File: src/rtl/mem_port_arbiter_if.sv
// Core/memory-side signal bundle of the shared memory port arbiter.
// slave = arbiter view, master = core datapath plus memory macro view.
interface mem_port_arbiter_if #(
   parameter int ADDR_W = 12,
   parameter int DATA_W = 19
);
   logic              if_req;
   logic [ADDR_W-1:0] if_addr;
   logic [DATA_W-1:0] if_rdata;
   logic              if_valid;
   logic              dm_req;
   logic              dm_we;
   logic [ADDR_W-1:0] dm_addr;
   logic [DATA_W-1:0] dm_wdata;
   logic [DATA_W-1:0] dm_rdata;
   logic              dm_valid;
   logic              mem_en;
   logic              mem_we;
   logic [ADDR_W-1:0] mem_addr;
   logic [DATA_W-1:0] mem_wdata;
   logic [DATA_W-1:0] mem_rdata;
   logic              stall;

   modport slave (
      input  if_req, if_addr, dm_req, dm_we, dm_addr, dm_wdata, mem_rdata,
      output if_rdata, if_valid, dm_rdata, dm_valid,
             mem_en, mem_we, mem_addr, mem_wdata, stall
   );

   modport master (
      output if_req, if_addr, dm_req, dm_we, dm_addr, dm_wdata, mem_rdata,
      input  if_rdata, if_valid, dm_rdata, dm_valid,
             mem_en, mem_we, mem_addr, mem_wdata, stall
   );
endinterface

File: src/rtl/mem_port_arbiter.sv
// DM-over-IF arbiter for the shared memory: request to valid in WAIT_CYCLES+2 cycles, stall held while a request waits.
// Optional macro MEM_ARB_STARVE_GUARD_EN forces an IF grant after STARVE_LIMIT back-to-back DM grants.
module mem_port_arbiter #(
   parameter int ADDR_W      = 12,
   parameter int DATA_W      = 19,
   parameter int WAIT_CYCLES = 2
`ifdef MEM_ARB_STARVE_GUARD_EN
   ,
   parameter int STARVE_LIMIT = 4
`endif
) (
   input  logic               clk,
   input  logic               rst,
   mem_port_arbiter_if.slave  bus
);
   typedef enum logic [1:0] {IDLE, BUSY, DONE} state_t;
   typedef enum logic [1:0] {OWN_NONE, OWN_IF, OWN_DM} owner_t;

   localparam int CNT_W = (WAIT_CYCLES > 0) ? $clog2(WAIT_CYCLES + 1) : 1;

   state_t            state_q, state_d;
   owner_t            owner_q;
   logic [CNT_W-1:0]  cnt_q;
   logic              we_q;
   logic [ADDR_W-1:0] addr_q;
   logic [DATA_W-1:0] wdata_q;
   logic [DATA_W-1:0] if_rdata_q;
   logic [DATA_W-1:0] dm_rdata_q;
   logic              grant_dm;
   logic              grant_if;
   logic              force_if;

`ifdef MEM_ARB_STARVE_GUARD_EN
   localparam int SW = $clog2(STARVE_LIMIT + 1);
   logic [SW-1:0] starve_q;

   assign force_if = bus.if_req && (starve_q == SW'(STARVE_LIMIT));

   // Counts only DM grants that actually made IF wait; never exceeds the limit
   // because reaching it forces the next grant to IF, which clears it.
   always_ff @(posedge clk) begin
      if (rst) begin
         starve_q <= '0;
      end else if (grant_if) begin
         starve_q <= '0;
      end else if (grant_dm) begin
         starve_q <= bus.if_req ? starve_q + SW'(1) : '0;
      end
   end
`else
   assign force_if = 1'b0;
`endif

   always_ff @(posedge clk) begin
      if (rst) state_q <= IDLE;
      else     state_q <= state_d;
   end

   always_comb begin
      state_d  = state_q;
      grant_dm = 1'b0;
      grant_if = 1'b0;
      case (state_q)
         IDLE: begin
            if (bus.dm_req && !force_if) grant_dm = 1'b1;
            else if (bus.if_req)         grant_if = 1'b1;
            if (grant_dm || grant_if) state_d = BUSY;
         end
         BUSY:    if (cnt_q == '0) state_d = DONE;
         DONE:    state_d = IDLE;
         default: state_d = IDLE;
      endcase
   end

   always_ff @(posedge clk) begin
      if (rst) begin
         owner_q    <= OWN_NONE;
         cnt_q      <= '0;
         we_q       <= 1'b0;
         addr_q     <= '0;
         wdata_q    <= '0;
         if_rdata_q <= '0;
         dm_rdata_q <= '0;
      end else begin
         if (grant_dm) begin
            owner_q <= OWN_DM;
            addr_q  <= bus.dm_addr;
            we_q    <= bus.dm_we;
            wdata_q <= bus.dm_wdata;
            cnt_q   <= CNT_W'(WAIT_CYCLES);
         end else if (grant_if) begin
            owner_q <= OWN_IF;
            addr_q  <= bus.if_addr;
            we_q    <= 1'b0;
            wdata_q <= '0;
            cnt_q   <= CNT_W'(WAIT_CYCLES);
         end
         if (state_q == BUSY) begin
            if (cnt_q == '0) begin
               // Read data is only guaranteed in the last enabled cycle.
               if (owner_q == OWN_IF)           if_rdata_q <= bus.mem_rdata;
               if (owner_q == OWN_DM && !we_q)  dm_rdata_q <= bus.mem_rdata;
            end else begin
               cnt_q <= cnt_q - CNT_W'(1);
            end
         end
         if (state_q == DONE) owner_q <= OWN_NONE;
      end
   end

   assign bus.mem_en    = (state_q == BUSY);
   assign bus.mem_we    = (state_q == BUSY) && we_q;
   assign bus.mem_addr  = addr_q;
   assign bus.mem_wdata = wdata_q;
   assign bus.if_valid  = (state_q == DONE) && (owner_q == OWN_IF);
   assign bus.dm_valid  = (state_q == DONE) && (owner_q == OWN_DM);
   assign bus.if_rdata  = if_rdata_q;
   assign bus.dm_rdata  = dm_rdata_q;
   assign bus.stall     = (bus.if_req && !bus.if_valid) || (bus.dm_req && !bus.dm_valid);
endmodule

File: src/flat_wrapper.sv
// flat-port wrapper written by rule: the top's interface ports become plain ports
module mem_port_arbiter_flat 
#(
   parameter int ADDR_W      = 12,
   parameter int DATA_W      = 19,
   parameter int WAIT_CYCLES = 2

)
  (clk, rst, bus_if_req, bus_if_addr, bus_dm_req, bus_dm_we, bus_dm_addr, bus_dm_wdata, bus_mem_rdata, bus_if_rdata, bus_if_valid, bus_dm_rdata, bus_dm_valid, bus_mem_en, bus_mem_we, bus_mem_addr, bus_mem_wdata, bus_stall);
  mem_port_arbiter_if #(.ADDR_W(ADDR_W), .DATA_W(DATA_W)) bus_i ();
  input  logic clk;
  input  logic rst;
  input wire logic [$bits(bus_i.if_req)-1:0] bus_if_req;
  input wire logic [$bits(bus_i.if_addr)-1:0] bus_if_addr;
  input wire logic [$bits(bus_i.dm_req)-1:0] bus_dm_req;
  input wire logic [$bits(bus_i.dm_we)-1:0] bus_dm_we;
  input wire logic [$bits(bus_i.dm_addr)-1:0] bus_dm_addr;
  input wire logic [$bits(bus_i.dm_wdata)-1:0] bus_dm_wdata;
  input wire logic [$bits(bus_i.mem_rdata)-1:0] bus_mem_rdata;
  output wire logic [$bits(bus_i.if_rdata)-1:0] bus_if_rdata;
  output wire logic [$bits(bus_i.if_valid)-1:0] bus_if_valid;
  output wire logic [$bits(bus_i.dm_rdata)-1:0] bus_dm_rdata;
  output wire logic [$bits(bus_i.dm_valid)-1:0] bus_dm_valid;
  output wire logic [$bits(bus_i.mem_en)-1:0] bus_mem_en;
  output wire logic [$bits(bus_i.mem_we)-1:0] bus_mem_we;
  output wire logic [$bits(bus_i.mem_addr)-1:0] bus_mem_addr;
  output wire logic [$bits(bus_i.mem_wdata)-1:0] bus_mem_wdata;
  output wire logic [$bits(bus_i.stall)-1:0] bus_stall;
  assign bus_i.if_req = bus_if_req;
  assign bus_i.if_addr = bus_if_addr;
  assign bus_i.dm_req = bus_dm_req;
  assign bus_i.dm_we = bus_dm_we;
  assign bus_i.dm_addr = bus_dm_addr;
  assign bus_i.dm_wdata = bus_dm_wdata;
  assign bus_i.mem_rdata = bus_mem_rdata;
  assign bus_if_rdata = bus_i.if_rdata;
  assign bus_if_valid = bus_i.if_valid;
  assign bus_dm_rdata = bus_i.dm_rdata;
  assign bus_dm_valid = bus_i.dm_valid;
  assign bus_mem_en = bus_i.mem_en;
  assign bus_mem_we = bus_i.mem_we;
  assign bus_mem_addr = bus_i.mem_addr;
  assign bus_mem_wdata = bus_i.mem_wdata;
  assign bus_stall = bus_i.stall;
  mem_port_arbiter #(.ADDR_W(ADDR_W), .DATA_W(DATA_W), .WAIT_CYCLES(WAIT_CYCLES)) u_core (.clk(clk), .rst(rst), .bus(bus_i));
endmodule
File: config.mk
export PLATFORM = sky130hd
export DESIGN_NAME = mem_port_arbiter_flat
export DESIGN_NICKNAME = d
export VERILOG_FILES = /design/src/rtl/mem_port_arbiter_if.sv /design/src/rtl/mem_port_arbiter.sv /design/src/flat_wrapper.sv
export SDC_FILE = /design/constraint.sdc
export NUM_CORES = 1
export LEC_CHECK = 0
export CELL_PAD_IN_SITES_DETAIL_PLACEMENT = 1
export CELL_PAD_IN_SITES_GLOBAL_PLACEMENT = 2
export CORE_MARGIN = 2
export CORE_UTILIZATION = 25
export DETAILED_ROUTE_END_ITERATION = 6
export PLACE_DENSITY_LB_ADDON = 0.1
export SLEW_MARGIN = 10
export SYNTH_ARGS = -nofsm -noshare
export SYNTH_HDL_FRONTEND = slang
export SYNTH_SLANG_ARGS = --single-unit
File: constraint.sdc
create_clock -name clk -period 3.9 [get_ports clk]
set_clock_uncertainty 0.05 [all_clocks]
set_input_delay 0.78 -clock clk [delete_from_list [all_inputs] [get_ports clk]]
set_output_delay 0.78 -clock clk [all_outputs]
set_load 0.1 [all_outputs]
# ---- Word-level counts from Yosys, hierarchy flattened
# Index checks and enable logic that the tools add are counted.
dict set report classes {
  addsub 1
  muxes 22
  eq_ne 6
  reduce_logical 19
}
# cell n
set ops {}
lappend ops {{19-bit 2-to-1 mux} 2}
lappend ops {{12-bit 2-to-1 mux} 2}
lappend ops {{2-bit 2-to-1 mux} 8}
lappend ops {{1-bit 2-to-1 mux} 9}
lappend ops {{1-bit logical AND} 6}
lappend ops {{3-bit AND reduction} 2}
lappend ops {{2-bit by 1-bit == test with 1-bit output (second input constant)} 2}
lappend ops {{2-bit == test (second input constant)} 2}
lappend ops {{2-bit logical NOT} 2}
lappend ops {{2-bit by 1-bit inequality test with 1-bit output (second input constant)} 2}
lappend ops {{2-bit one-hot mux with 2 select lines} 1}
lappend ops {{1-bit logical NOT} 3}
lappend ops {{3-bit OR reduction} 1}
lappend ops {{1-bit logical OR} 2}
lappend ops {{2-bit AND reduction} 1}
lappend ops {{2-bit nonzero test} 1}
lappend ops {{2-bit OR reduction} 1}
lappend ops {{2-bit by 1-bit subtractor with 2-bit output (second input constant)} 1}
dict set report word_totals {
  word_cells 57
  out_inout_bits 74
  reg_bits 76
  input_bits 67
}

# ---- Depth between registers and ports, before layout
# Gate-level depths: netlist of run 1.
dict set report depth {
  word_depth 8
  depth_mapped 6
  depth_no_buf 4
}

# ---- Worst setup path after synthesis of run 1
# OpenSTA, ideal clock, no wires.
dict set report synth_path {
  path_kind {reg-to-output}
  startpoint {reg u_core.state_q[0]}
  endpoint {out bus_mem_we}
  required_ps 3070
  slack_ps 917
  arrival_ps 2153
  path_buffers 1
  path_stages_with_launch 5
  cell_sequence {dfxtp_1 -> clkbuf_1 -> nand2b_1 -> inv_1 -> and2_1}
}
dict set report synth_via {
  elab_chain_cells 2
}
# element line
set synth_rtl {}
lappend synth_rtl {{start: declaration} mem_port_arbiter.sv:21} ;# state_t state_q, state_d;
lappend synth_rtl {{start signal: assignment} mem_port_arbiter.sv:56} ;# else state_q <= state_d;
lappend synth_rtl {{2-bit by 1-bit == test with 1-bit output} n/a}
lappend synth_rtl {{net bus_mem_en} flat_wrapper.sv:24} ;# output wire logic [$bits(bus_i.mem_en)-1:0] bus_mem_en;
lappend synth_rtl {{1-bit logical AND} mem_port_arbiter.sv:112} ;# assign bus.mem_we = (state_q == BUSY) && we_q;
lappend synth_rtl {{end: declaration} flat_wrapper.sv:25} ;# output wire logic [$bits(bus_i.mem_we)-1:0] bus_mem_we;
# The timed path passes the listed nets, and every way through them passes these cells.

# ---- Worst setup path after layout of run 1
dict set report layout_path {
  startpoint {in bus_dm_req}
  endpoint {out bus_stall}
}
dict set report layout_via {
  elab_chain_cells 2
}
# element line
set layout_rtl {}
lappend layout_rtl {{start: declaration} flat_wrapper.sv:15} ;# input wire logic [$bits(bus_i.dm_req)-1:0] bus_dm_req;
lappend layout_rtl {{1-bit logical AND} mem_port_arbiter.sv:119} ;# assign bus.stall = (bus.if_req && !bus.if_valid) || (bus.dm_req && !bus.dm_valid);
lappend layout_rtl {{1-bit logical OR} mem_port_arbiter.sv:119}
lappend layout_rtl {{end: declaration} flat_wrapper.sv:28} ;# output wire logic [$bits(bus_i.stall)-1:0] bus_stall;
# No other way between the ends.

==> results.md, run 1 <==
- Routed WL: 9336 µm
- Mux share of post-synthesis cell area: 12.17%
- Most common cell in the netlist: dfxtp_1
- Initial DRC Count: 84
- Cells along the critical path: clkdlybuf4s50_1 > buf_4 > o21ai_0 > nand2_1 > buf_12
- IO Port Bufs: 140
- Worst Path Buf+Inv: 3
- Dominant cells by area after synthesis: dfxtp_1 (47%), nand2b_1 (12%), mux2i_1 (12%)
- Post-Synth Adder-Cell Area: 0%
- Initial antenna violation count: 0
- Global-route wire length before repair: 14590 µm
- Simple-Gate Fraction of Synth Area: 19.97%
- # clock sinks: 76
- Power per Cell Area: 437.0 mW/mm²
- Arr. time, crit path: 1930 ps
- Area of the multi-input gates: 0.001520 mm²
- Rows: 41
- Clk slew on worst S/H paths: 50 ps
- All-Layer GR Usage: 13.76%
- Largest family of logic cells by synthesized area: simple AND/OR/NAND/NOR gates
- Worst path max stage delay: 450 ps
- Final nets: 547
- Routability cong.: 0.6877
- Worst setup margin: 1141 ps
- Async SR Flop Fraction: 0%
- CP endpoint kind: output pin
- Area occupied by registers: 0.001521 mm²
- Setup violations, final: 0
- Filler instances: 1479
- Remaining global-route overflow: 0
- Syn Nets: 417
- Setup TNS: 0 ps
- Synth area leader: dfxtp_1
- 1st-pass router iterations: 4
- Outcome: completed
- Worst Setup Start Kind: primary input
- Largest net degree at the start of global routing: 58
- EDFF count, synth: 0
- Worst path required time: 3070 ps
- Dpl ws: 1129 ps
- Dpl hpwl: 6510 µm
- Die Height: 117.3 µm
- Register area share after synthesis: 47.43%
- Drt drc: 0
- Average wire per standard cell: 14.25 µm
- Top cell type's share of synthesized area: 47.43%
- Post-Synth XOR/XNOR Area: 0%
- Slowest CP cell: clkdlybuf4s50_1
- Mapped Avg Cell Area: 9.166 µm²
- RSZ-0062 raised after global routing: no
- Worst Path Max Fanout: 27
- Critical R2R Capture: u_core.bus.dm_rdata[8]
- Final Slew Violations: 0
- Area grow syn2layout: 56.01%
- DRT antenna net count: 0
- Power Total: 2187 µW
- Initial core utilization: 25.53%
- Synth warn: 0
- Family with the most delay on the worst path: buffers and inverters
- Final Hold Fails: 0
- Antenna Cells: 0
- Post-synthesis instance total: 350
- Most instantiated cells after synthesis: dfxtp_1 (76), nand2b_1 (64), mux2i_1 (39)
- Cts hold-fix bufs: 0
- Peak supply drop: 0.1509 mV
- TritonCTS clock tree: built
- Post-CTS Setup Bufs: 0
- Normalized max-slew margin: 31.96%
- Flops & latches, synth: 76
- R2R Setup Slk: 2020 ps
- WHS Path Cells: 2
- Clk root buf: clkbuf_16
- Post-cts sizing count: 0
- Via count of the first global-routing pass: 3016
- Synth Flop Type: dfxtp_1
- CTS max path bufs: 2
- Setup CP Type: primary input to output pin
- Num CTS Buffers: 9
- Worst-case hold slack: 422.3 ps
- Final design utilization: 39.82%
- Hold crit path type: flip-flop to flip-flop
- CORE AREA: 0.01257 mm²
- Vias: 2880
- Hold path endpoint: u_core.bus.if_rdata[16]
- Final Critical Period: 2759 ps
- Clock latency at the later pin of the worst-skew pair: 330 ps
- Die width: 117.3 µm
- H-tree depth: 3
- Max Fclk: 362.4 MHz
- Worst-Margin Slew: 1017 ps
- Static leakage: 0.001944 µW
- Vias per cell: 4.397
- Share of cells above drive strength 1: 6.625%
- Reg-to-Reg Start: u_core.state_q[0]
- Min-Delay Startpoint: u_core.bus.if_rdata[16]
- IO Pins: 141
- Die area: 0.01375 mm²
- Post-synthesis compound-gate area fraction: 14.94%
- Post-Syn Area: 0.003208 mm²
- Unique masters post-synth: 28
- Max-cap viol count: 0
- Cells on worst reg2reg path: 4
- Final period utilization: 70.75%
==> area by class of cell <==
class | instances | share of cell area, %
Multi-Input combinational cell | 236 | 30.38
Tap cell | 172 | 4.300
Timing Repair Buffer | 148 | 29.10
Clock buffer | 11 | 4.850
Clock inverter | 3 | 0.3000
Inverter | 9 | 0.6750
Sequential cell | 76 | 30.40
==> state kept, by name, summed over array words and instances (netlist names) <==
name,count
u_core.bus.mem_wdata,19
u_core.bus.if_rdata,19
u_core.bus.dm_rdata,19
u_core.we_q,1
u_core.bus.mem_addr,12
u_core.owner_q,2
u_core.state_q,2
u_core.cnt_q,2
==> kinds of logic after synthesis <==
group           after synthesis
simple gates                116
compound gates               81
flops                        76
mux                          39
buf+inv                      38
==> metrics by stage <==
step / area, µm² / cells
3_3_place_gp: 4747 / 641
5_1_grt: 5005 / 655
3_5_place_dp: 4747 / 641
4_1_cts: 5005 / 655
6_report: 5005 / 655
2_1_floorplan: 3208 / 350
==> power breakdown <==
| part | switching [µW] | internal, µW |
|---|---|---|
| sequential | 28.8 | 820 |
| combinational | 406 | 187 |
| clock | 307 | 437 |
| total | 742 | 1450 |
==> cells in the final DEF, fill, tap and decap left out, drive strengths merged <==
cell	count
nor2	15
dfxtp	76
o21ai	24
nor3	2
clkinv	3
clkdlybuf4s50	134
nand2	23
nand3b	1
or4b	1
nor2b	1
nor3b	1
and3b	1
and2	1
a221o	3
clkbuf	11
o22ai	1
nand2b	64
a22o	8
buf	14
a21oi	34
a211oi	9
inv	9
mux2i	39
or2	3
o211ai	1
a21o	1
and3	3
==> worst max path at each step <==
stage,startpoint,endpoint,slack (ps),cells past startpoint
6_report,bus_dm_req,bus_stall,1140,5
5_1_grt,bus_dm_req,bus_stall,1040,5
4_1_cts,bus_dm_req,bus_stall,1130,5
3_5_place_dp,bus_dm_req,bus_stall,1130,5
3_3_place_gp,bus_dm_req,bus_stall,1120,5
2_1_floorplan,u_core.state_q[0],bus_mem_we,920,4
==> worst min-delay path: stages, from the launching register on <==
cell and delay (ps):
dfxtp_1 310, nand2b_1 60, mux2i_1 60
==> per-layer routing <==
layer  wire, µm  track usage (%)  vias to the layer above
met5          0                0                        -
met4        162            6.431                        0
li1           -                -                     1438
met1       4145            16.47                     1347
met3        515            3.399                       12
met2       4511            23.18                       83
(Power assumes the default switching activity.)
==> run 2, diff against run 1 <==
Settings changed: CORE_UTILIZATION 25 to 21.
Clock period 3.9 ns to 2.4 ns, I/O delays scaled along.
==> run 2 against run 1 <==
Register-to-register slack worse by 1500 ps. Core utilization down 6.7 points. Sequential share of layout area about the same. Critical endpoint unchanged. Largest cell class unchanged.
==> results.md, run 2 (same netlist as run 1, synthesis figures left out) <==
- Final period utilization: 90.96%
- Vias: 2900 (was 2880)
- 1st-pass router iterations: 4 (unchanged)
- Met1 Use GR: 14.99% (was 16.47%)
- Antenna Cells: 0 (unchanged)
- Num CTS Buffers: 9 (unchanged)
- Vias per cell: 4.303 (was 4.397)
- TritonCTS clock tree: built (unchanged)
- Gr busiest metal: met2 (unchanged)
- Critical R2R Capture: u_core.bus.if_rdata[10] (was u_core.bus.dm_rdata[8])
- Arr. time, crit path: 1650 ps (was 1930 ps)
- Initial DRC Count: 123 (was 84)
- Largest net degree at the start of global routing: 68 (was 58)
- Comb power frac: 25.4% (was 27.1%)
- Initial antenna violation count: 0 (unchanged)
- CTS max path bufs: 2 (unchanged)
- Outcome: completed (unchanged)
- WHS Path Cells: 2 (unchanged)
- Filler instances: 1738 (was 1479)
- Reg-to-Reg Start: u_core.state_q[0] (unchanged)
- Setup TNS: 0 ps (unchanged)
- Die area: 0.01628 mm² (was 0.01375 mm²)
- Reg power frac: 36.3% (was 38.8%)
- Post-Place Cells: 659 (was 641)
- H-tree depth: 3 (unchanged)
- Routed WL: 9686 µm (was 9336 µm)
- Post-Layout Cell Count: 674 (was 655)
- Cells on worst reg2reg path: 4 (unchanged)
- Clk root buf: clkbuf_16 (unchanged)
- Rows: 45 (was 41)
- Peak supply drop: 0.3327 mV (was 0.1509 mV)
- R2R Setup Slk: 540 ps (was 2020 ps)
- Sw Pwr: 1234 µW (was 742.0 µW)
- Initial core utilization: 21.26% (was 25.53%)
- Clk slew on worst S/H paths: 60 ps (was 50 ps)
- CP endpoint kind: output pin (unchanged)
- Commonest cells after routing, fill and taps aside: buf_4 (77), dfxtp_1 (76), clkdlybuf4s50_1 (65), nand2b_1 (64), mux2i_1 (39) (was clkdlybuf4s50_1 (134), dfxtp_1 (76), nand2b_1 (64), mux2i_1 (39), a21oi_1 (34))
- Remaining global-route overflow: 0 (unchanged)
- Share of cells above drive strength 1: 21.60% (was 6.625%)
- Met3 Use GR: 4.732% (was 3.399%)
- Setup CP Type: primary input to output pin (unchanged)
- Cells along the critical path: clkdlybuf4s50_1 > o21ai_0 > nand2_1 > buf_12 (was clkdlybuf4s50_1 > buf_4 > o21ai_0 > nand2_1 > buf_12)
- Power Total: 3798 µW (was 2187 µW)
- Met2 usage: 20.51% (was 23.18%)
- # clock sinks: 76 (unchanged)
- Normalized max-slew margin: 74.29% (was 31.96%)
- Setup violations, final: 0 (unchanged)
- Max-cap viol count: 0 (unchanged)
- Final design utilization: 33.15% (was 39.82%)
- Internal Dissipation: 2564 µW (was 1445 µW)
- Via count of the first global-routing pass: 3019 (was 3016)
- Most common cell after layout, fill and taps aside: buf_4 (was clkdlybuf4s50_1)
- Final Slew Violations: 0 (unchanged)
- Clock power share: 38.3% (was 34.0%)
- Worst Path Max Fanout: 10 (was 27)
- Worst-Margin Slew: 385.7 ps (was 1017 ps)
- Dpl hpwl: 6778 µm (was 6510 µm)
- Worst path max stage delay: 680 ps (was 450 ps)
- Min-Delay Startpoint: u_core.bus.if_rdata[8] (was u_core.bus.if_rdata[16])
- Worst Setup Start Kind: primary input (unchanged)
- IO Port Bufs: 140 (unchanged)
- Slowest CP cell: clkdlybuf4s50_1 (unchanged)
- Area grow syn2layout: 55.93% (was 56.01%)
- Final Critical Period: 2183 ps
- Routability cong.: 0.6944 (was 0.6877)
- Max Fclk: 458.1 MHz
- Power per Cell Area: 759.3 mW/mm² (was 437.0 mW/mm²)
- Post-cts sizing count: 0 (unchanged)
- All-Layer GR Usage: 12.40% (was 13.76%)
- Final nets: 549 (was 547)
- Global-route wire length before repair: 15730 µm (was 14590 µm)
- Clock latency at the later pin of the worst-skew pair: 330 ps (about the same)
- Average wire per standard cell: 14.37 µm (was 14.25 µm)
- Hold crit path type: flip-flop to flip-flop (unchanged)
- Hold path endpoint: u_core.bus.if_rdata[8] (was u_core.bus.if_rdata[16])
- Final Hold Fails: 0 (unchanged)
- Die width: 127.6 µm (was 117.3 µm)
- Drt drc: 0 (unchanged)
- Worst path required time: 1870 ps (was 3070 ps)
- Cts hold-fix bufs: 0 (unchanged)
- Post-CTS Setup Bufs: 0 (unchanged)
- Switching share of total power: 32.50% (was 33.93%)
- DRT antenna net count: 0 (unchanged)
- Static leakage: 0.002129 µW (was 0.001944 µW)
- CORE AREA: 0.01509 mm² (was 0.01257 mm²)
- IO Pins: 141 (unchanged)
- RSZ-0062 raised after global routing: no (unchanged)
- Die Height: 127.6 µm (was 117.3 µm)
==> run 2: cell types whose count changed in the layout (fill, tap and decap cells not counted) <==
cell | previous run | this run
clkdlybuf4s50_1 | 134 | 65
buf_4 | 12 | 77
buf_12 | 1 | 7
bufinv_16 | 0 | 2
clkinv_2 | 3 | 1
and2_1 | 1 | 0
and2_2 | 0 | 1
clkinv_4 | 0 | 1
==> run 2: power by group through the flow <==
stage          Combinational [µW]  Clock [µW]  Sequential (µW)
2_1_floorplan                 262           0             1820
3_3_place_gp                  970           0             1410
3_5_place_dp                  976           0             1410
4_1_cts                       978        1530             1380
5_1_grt                      1020        1580             1390
6_report                      964        1450             1380
==> run 2: worst max path at each step <==
stage | from | to | slack (ps) | depth (start not counted)
2_1_floorplan | u_core.state_q[0] | bus_dm_valid | -50 | 3
3_3_place_gp | bus_dm_req | bus_stall | 230 | 4
3_5_place_dp | bus_dm_req | bus_stall | 200 | 4
4_1_cts | bus_dm_req | bus_stall | 190 | 4
5_1_grt | bus_dm_req | bus_stall | 110 | 4
6_report | bus_dm_req | bus_stall | 220 | 4
==> run 2: cell type report <==
type	count	area (µm²)	share of cell area, %
Timing Repair Buffer	150	1374	27.46
Multi-Input combinational cell	236	1521	30.42
Tap cell	188	235.2	4.702
Inverter	9	33.78	0.6753
Clock inverter	4	73.82	1.476
Sequential cell	76	1521	30.42
Clock buffer	11	242.7	4.852
==> run 2: worst max-delay path, delay by kind of cell <==
family	cells	cell delay, ps
AOI/OAI and AO/OA	1	150
buffers and inverters	2	870
and+or+nand+nor	1	150
==> run 2: per-stage QoR <==
step	hold WS [ps]	instance area [µm²]	setup slack, ps
after global routing	422.2	5002	110.2
after CTS	423.8	5002	189.9
after detailed placement	418.6	4686	196.8
after global placement	409.4	4686	226.5
after floorplan	408.1	3209	-51.01
final	422.7	5002	216.9
==> run 2: per-layer routing <==
metal / up-vias / wire length (µm)
met5: - / 0
met4: 0 / 119
met3: 8 / 636
met2: 88 / 4592
met1: 1356 / 4337
li1: 1448 / -
==> run 3, diff against run 2 <==
Settings changed: CORE_ASPECT_RATIO set to 0.75.
==> run 3 against run 2 <==
Flip-flop and latch count stayed put. Sequential power hardly changed. Setup slack better by 110 ps. Critical endpoint unchanged. Cell area is 1.2% higher. Global-route usage is 0.30 points lower. Largest power group unchanged. Clock power is 12% higher. First-iteration DRC count is 45% lower.
==> results.md, run 3 (same netlist as run 1, synthesis figures left out) <==
- Vias per cell: 4.194 (was 4.303)
- CTS max path bufs: 2 (unchanged)
- Initial core utilization: 21.28% (was 21.26%)
- Worst setup margin: 330.4 ps (was 216.9 ps)
- Cells along the critical path: clkdlybuf4s50_1 > o21ai_0 > nand2_1 > buf_12 (unchanged)
- Cells on worst reg2reg path: 4 (unchanged)
- CP endpoint kind: output pin (unchanged)
- Critical R2R Capture: u_core.bus.if_rdata[5] (was u_core.bus.if_rdata[10])
- IO Port Bufs: 140 (unchanged)
- Worst-Margin Slew: 423.5 ps (was 385.7 ps)
- Clk root buf: clkbuf_16 (unchanged)
- Slowest CP cell: clkdlybuf4s50_1 (unchanged)
- Placed Area: 0.004707 mm² (was 0.004686 mm²)
- Worst path required time: 1870 ps (about the same)
- Post-CTS Setup Bufs: 0 (unchanged)
- Setup CP Type: primary input to output pin (unchanged)
- TritonCTS clock tree: built (unchanged)
- Comb power frac: 24.2% (was 25.4%)
- Internal Dissipation: 2744 µW (was 2564 µW)
- DRT antenna net count: 0 (unchanged)
- # clock sinks: 76 (unchanged)
- Final Slew Violations: 0 (unchanged)
- Worst Path Buf+Inv: 2 (unchanged)
- Vias: 2898 (was 2900)
- 1st-pass router iterations: 4 (unchanged)
- Final Hold Fails: 0 (unchanged)
- Normalized max-slew margin: 71.55% (was 74.29%)
- Die Height: 111.0 µm (was 127.6 µm)
- Switching share of total power: 30.99% (was 32.50%)
- Worst Path Max Fanout: 7 (was 10)
- WHS Path Cells: 2 (unchanged)
- Die width: 146.7 µm (was 127.6 µm)
- Final nets: 549 (unchanged)
- Most common cell after layout, fill and taps aside: buf_4 (unchanged)
- Average wire per standard cell: 13.89 µm (was 14.37 µm)
- Clk slew on worst S/H paths: 60 ps (about the same)
- Static leakage: 0.002146 µW (was 0.002129 µW)
- Share of cells above drive strength 1: 21.60% (unchanged)
- IO Pins: 141 (unchanged)
- Routability cong.: 0.7485 (was 0.6944)
- Rows: 39 (was 45)
- RSZ-0062 raised after global routing: no (unchanged)
- Hold crit path type: flip-flop to flip-flop (unchanged)
- Largest net degree at the start of global routing: 66 (was 68)
- WL met1: 4644 µm (was 4337 µm)
- Power per Cell Area: 785.7 mW/mm² (was 759.3 mW/mm²)
- Area grow syn2layout: 57.76% (was 55.93%)
- Clock power share: 41.1% (was 38.3%)
- Max-cap viol count: 0 (unchanged)
- Sw Pwr: 1232 µW (was 1234 µW)
- Final period utilization: 86.23% (was 90.96%)
- Cts hold-fix bufs: 0 (unchanged)
- Die area: 0.01629 mm² (was 0.01628 mm²)
- Area of the multi-input gates: 0.001521 mm² (unchanged)
- Filler instances: 1704 (was 1738)
- Antenna Cells: 0 (unchanged)
- DR top layer: met4 (unchanged)
- Setup violations, final: 0 (unchanged)
- Worst Setup Start Kind: primary input (unchanged)
- All-Layer GR Usage: 12.11% (was 12.40%)
- Levels on crit path: 4 (unchanged)
- Max Fclk: 483.2 MHz (was 458.1 MHz)
- Family with the most delay on the worst path: buffers and inverters (unchanged)
- Routed WL: 9600 µm (was 9686 µm)
- Post-cts sizing count: 0 (unchanged)
- Reg-to-Reg Start: u_core.state_q[0] (unchanged)
- Outcome: completed (unchanged)
- Num CTS Buffers: 9 (unchanged)
- Min-Delay Startpoint: u_core.bus.dm_rdata[16] (was u_core.bus.if_rdata[8])
- Area occupied by registers: 0.001521 mm² (unchanged)
- Clock latency at the later pin of the worst-skew pair: 320 ps (was 330 ps)
- Commonest cells after routing, fill and taps aside: buf_4 (77), dfxtp_1 (76), clkdlybuf4s50_1 (65), nand2b_1 (64), mux2i_1 (39) (unchanged)
- R2R Setup Slk: 530 ps (was 540 ps)
- Via count of the first global-routing pass: 3025 (was 3019)
- Worst path max stage delay: 610 ps (was 680 ps)
- Final Critical Period: 2070 ps (was 2183 ps)
- Dpl hpwl: 6845 µm (was 6778 µm)
- Drt drc: 0 (unchanged)
- Peak supply drop: 0.3370 mV (was 0.3327 mV)
- Initial DRC Count: 68 (was 123)
- WL met2: 4223 µm (was 4592 µm)
- H-tree depth: 3 (unchanged)
- Arr. time, crit path: 1540 ps (was 1650 ps)
- Routed length on met3: 650 µm (was 636 µm)
- Hold path endpoint: u_core.bus.dm_rdata[16] (was u_core.bus.if_rdata[8])
- Initial antenna violation count: 0 (unchanged)
- Remaining global-route overflow: 0 (unchanged)
- Reg power frac: 34.7% (was 36.3%)
- CORE AREA: 0.01508 mm² (was 0.01509 mm²)
- Global-route wire length before repair: 15760 µm (was 15730 µm)
- Fin area: 0.005061 mm² (was 0.005002 mm²)
- Dpl ws: 337.8 ps (was 196.8 ps)
run 3: cell types whose count changed in the layout (fill, tap and decap cells not counted), sizes merged:
cell | previous run | this run
clkbuf | 11 | 10
clkinv | 2 | 1
bufinv | 2 | 4
run 3: metal layers:
metal | track usage (%) | vias to the layer above
met2 | 18.50 | 78
met3 | 4.609 | 7
met5 | 0 | -
met1 | 15.98 | 1365
li1 | - | 1448
met4 | 3.301 | 0
run 3: through the flow:
| step | power (µW) | hold WS (ps) | util [%] | cells | setup TNS, ps |
|---|---|---|---|---|---|
| 2_1_floorplan | 2078 | 408.1 | - | 350 | -129.6 |
| 3_3_place_gp | 2380 | 409.3 | 31.22 | 676 | 0 |
| 3_5_place_dp | 2381 | 414.8 | 31.22 | 676 | 0 |
| 4_1_cts | 4049 | 430.0 | 33.57 | 691 | 0 |
| 5_1_grt | 4146 | 447.2 | 33.57 | 691 | 0 |
| 6_report | 3977 | 424.3 | 33.57 | 691 | 0 |
run 3: worst max path at each step:
| stage | startpoint | endpoint | slack, ps |
|---|---|---|---|
| 2_1_floorplan | u_core.state_q[0] | bus_dm_valid | -50 |
| 3_3_place_gp | bus_if_req | bus_stall | 340 |
| 3_5_place_dp | bus_if_req | bus_stall | 340 |
| 4_1_cts | u_core.state_q[0] | bus_stall | 320 |
| 5_1_grt | u_core.state_q[1] | bus_stall | 190 |
| 6_report | bus_if_req | bus_stall | 330 |
run 3: layout make-up:
type | instances | area share, %
clock inverters | 5 | 2.472
inverters | 9 | 0.6675
multi-input cells | 236 | 30.06
repair buffers | 150 | 27.14
well taps | 205 | 5.068
flip-flops and latches | 76 | 30.06
clock buffers | 10 | 4.524
run 3: worst min-delay path, stage by stage, from the launching register on:
cell      delay (ps)
dfxtp_1          310
nand2b_1          60
mux2i_1           60
run 3: power by group through the flow:
stage / clock (µW) / sequential, µW / combinational [µW]
2_1_floorplan: 0 / 1820 / 262
3_3_place_gp: 0 / 1410 / 972
3_5_place_dp: 0 / 1410 / 973
4_1_cts: 1690 / 1380 / 974
5_1_grt: 1740 / 1390 / 1020
6_report: 1630 / 1380 / 963
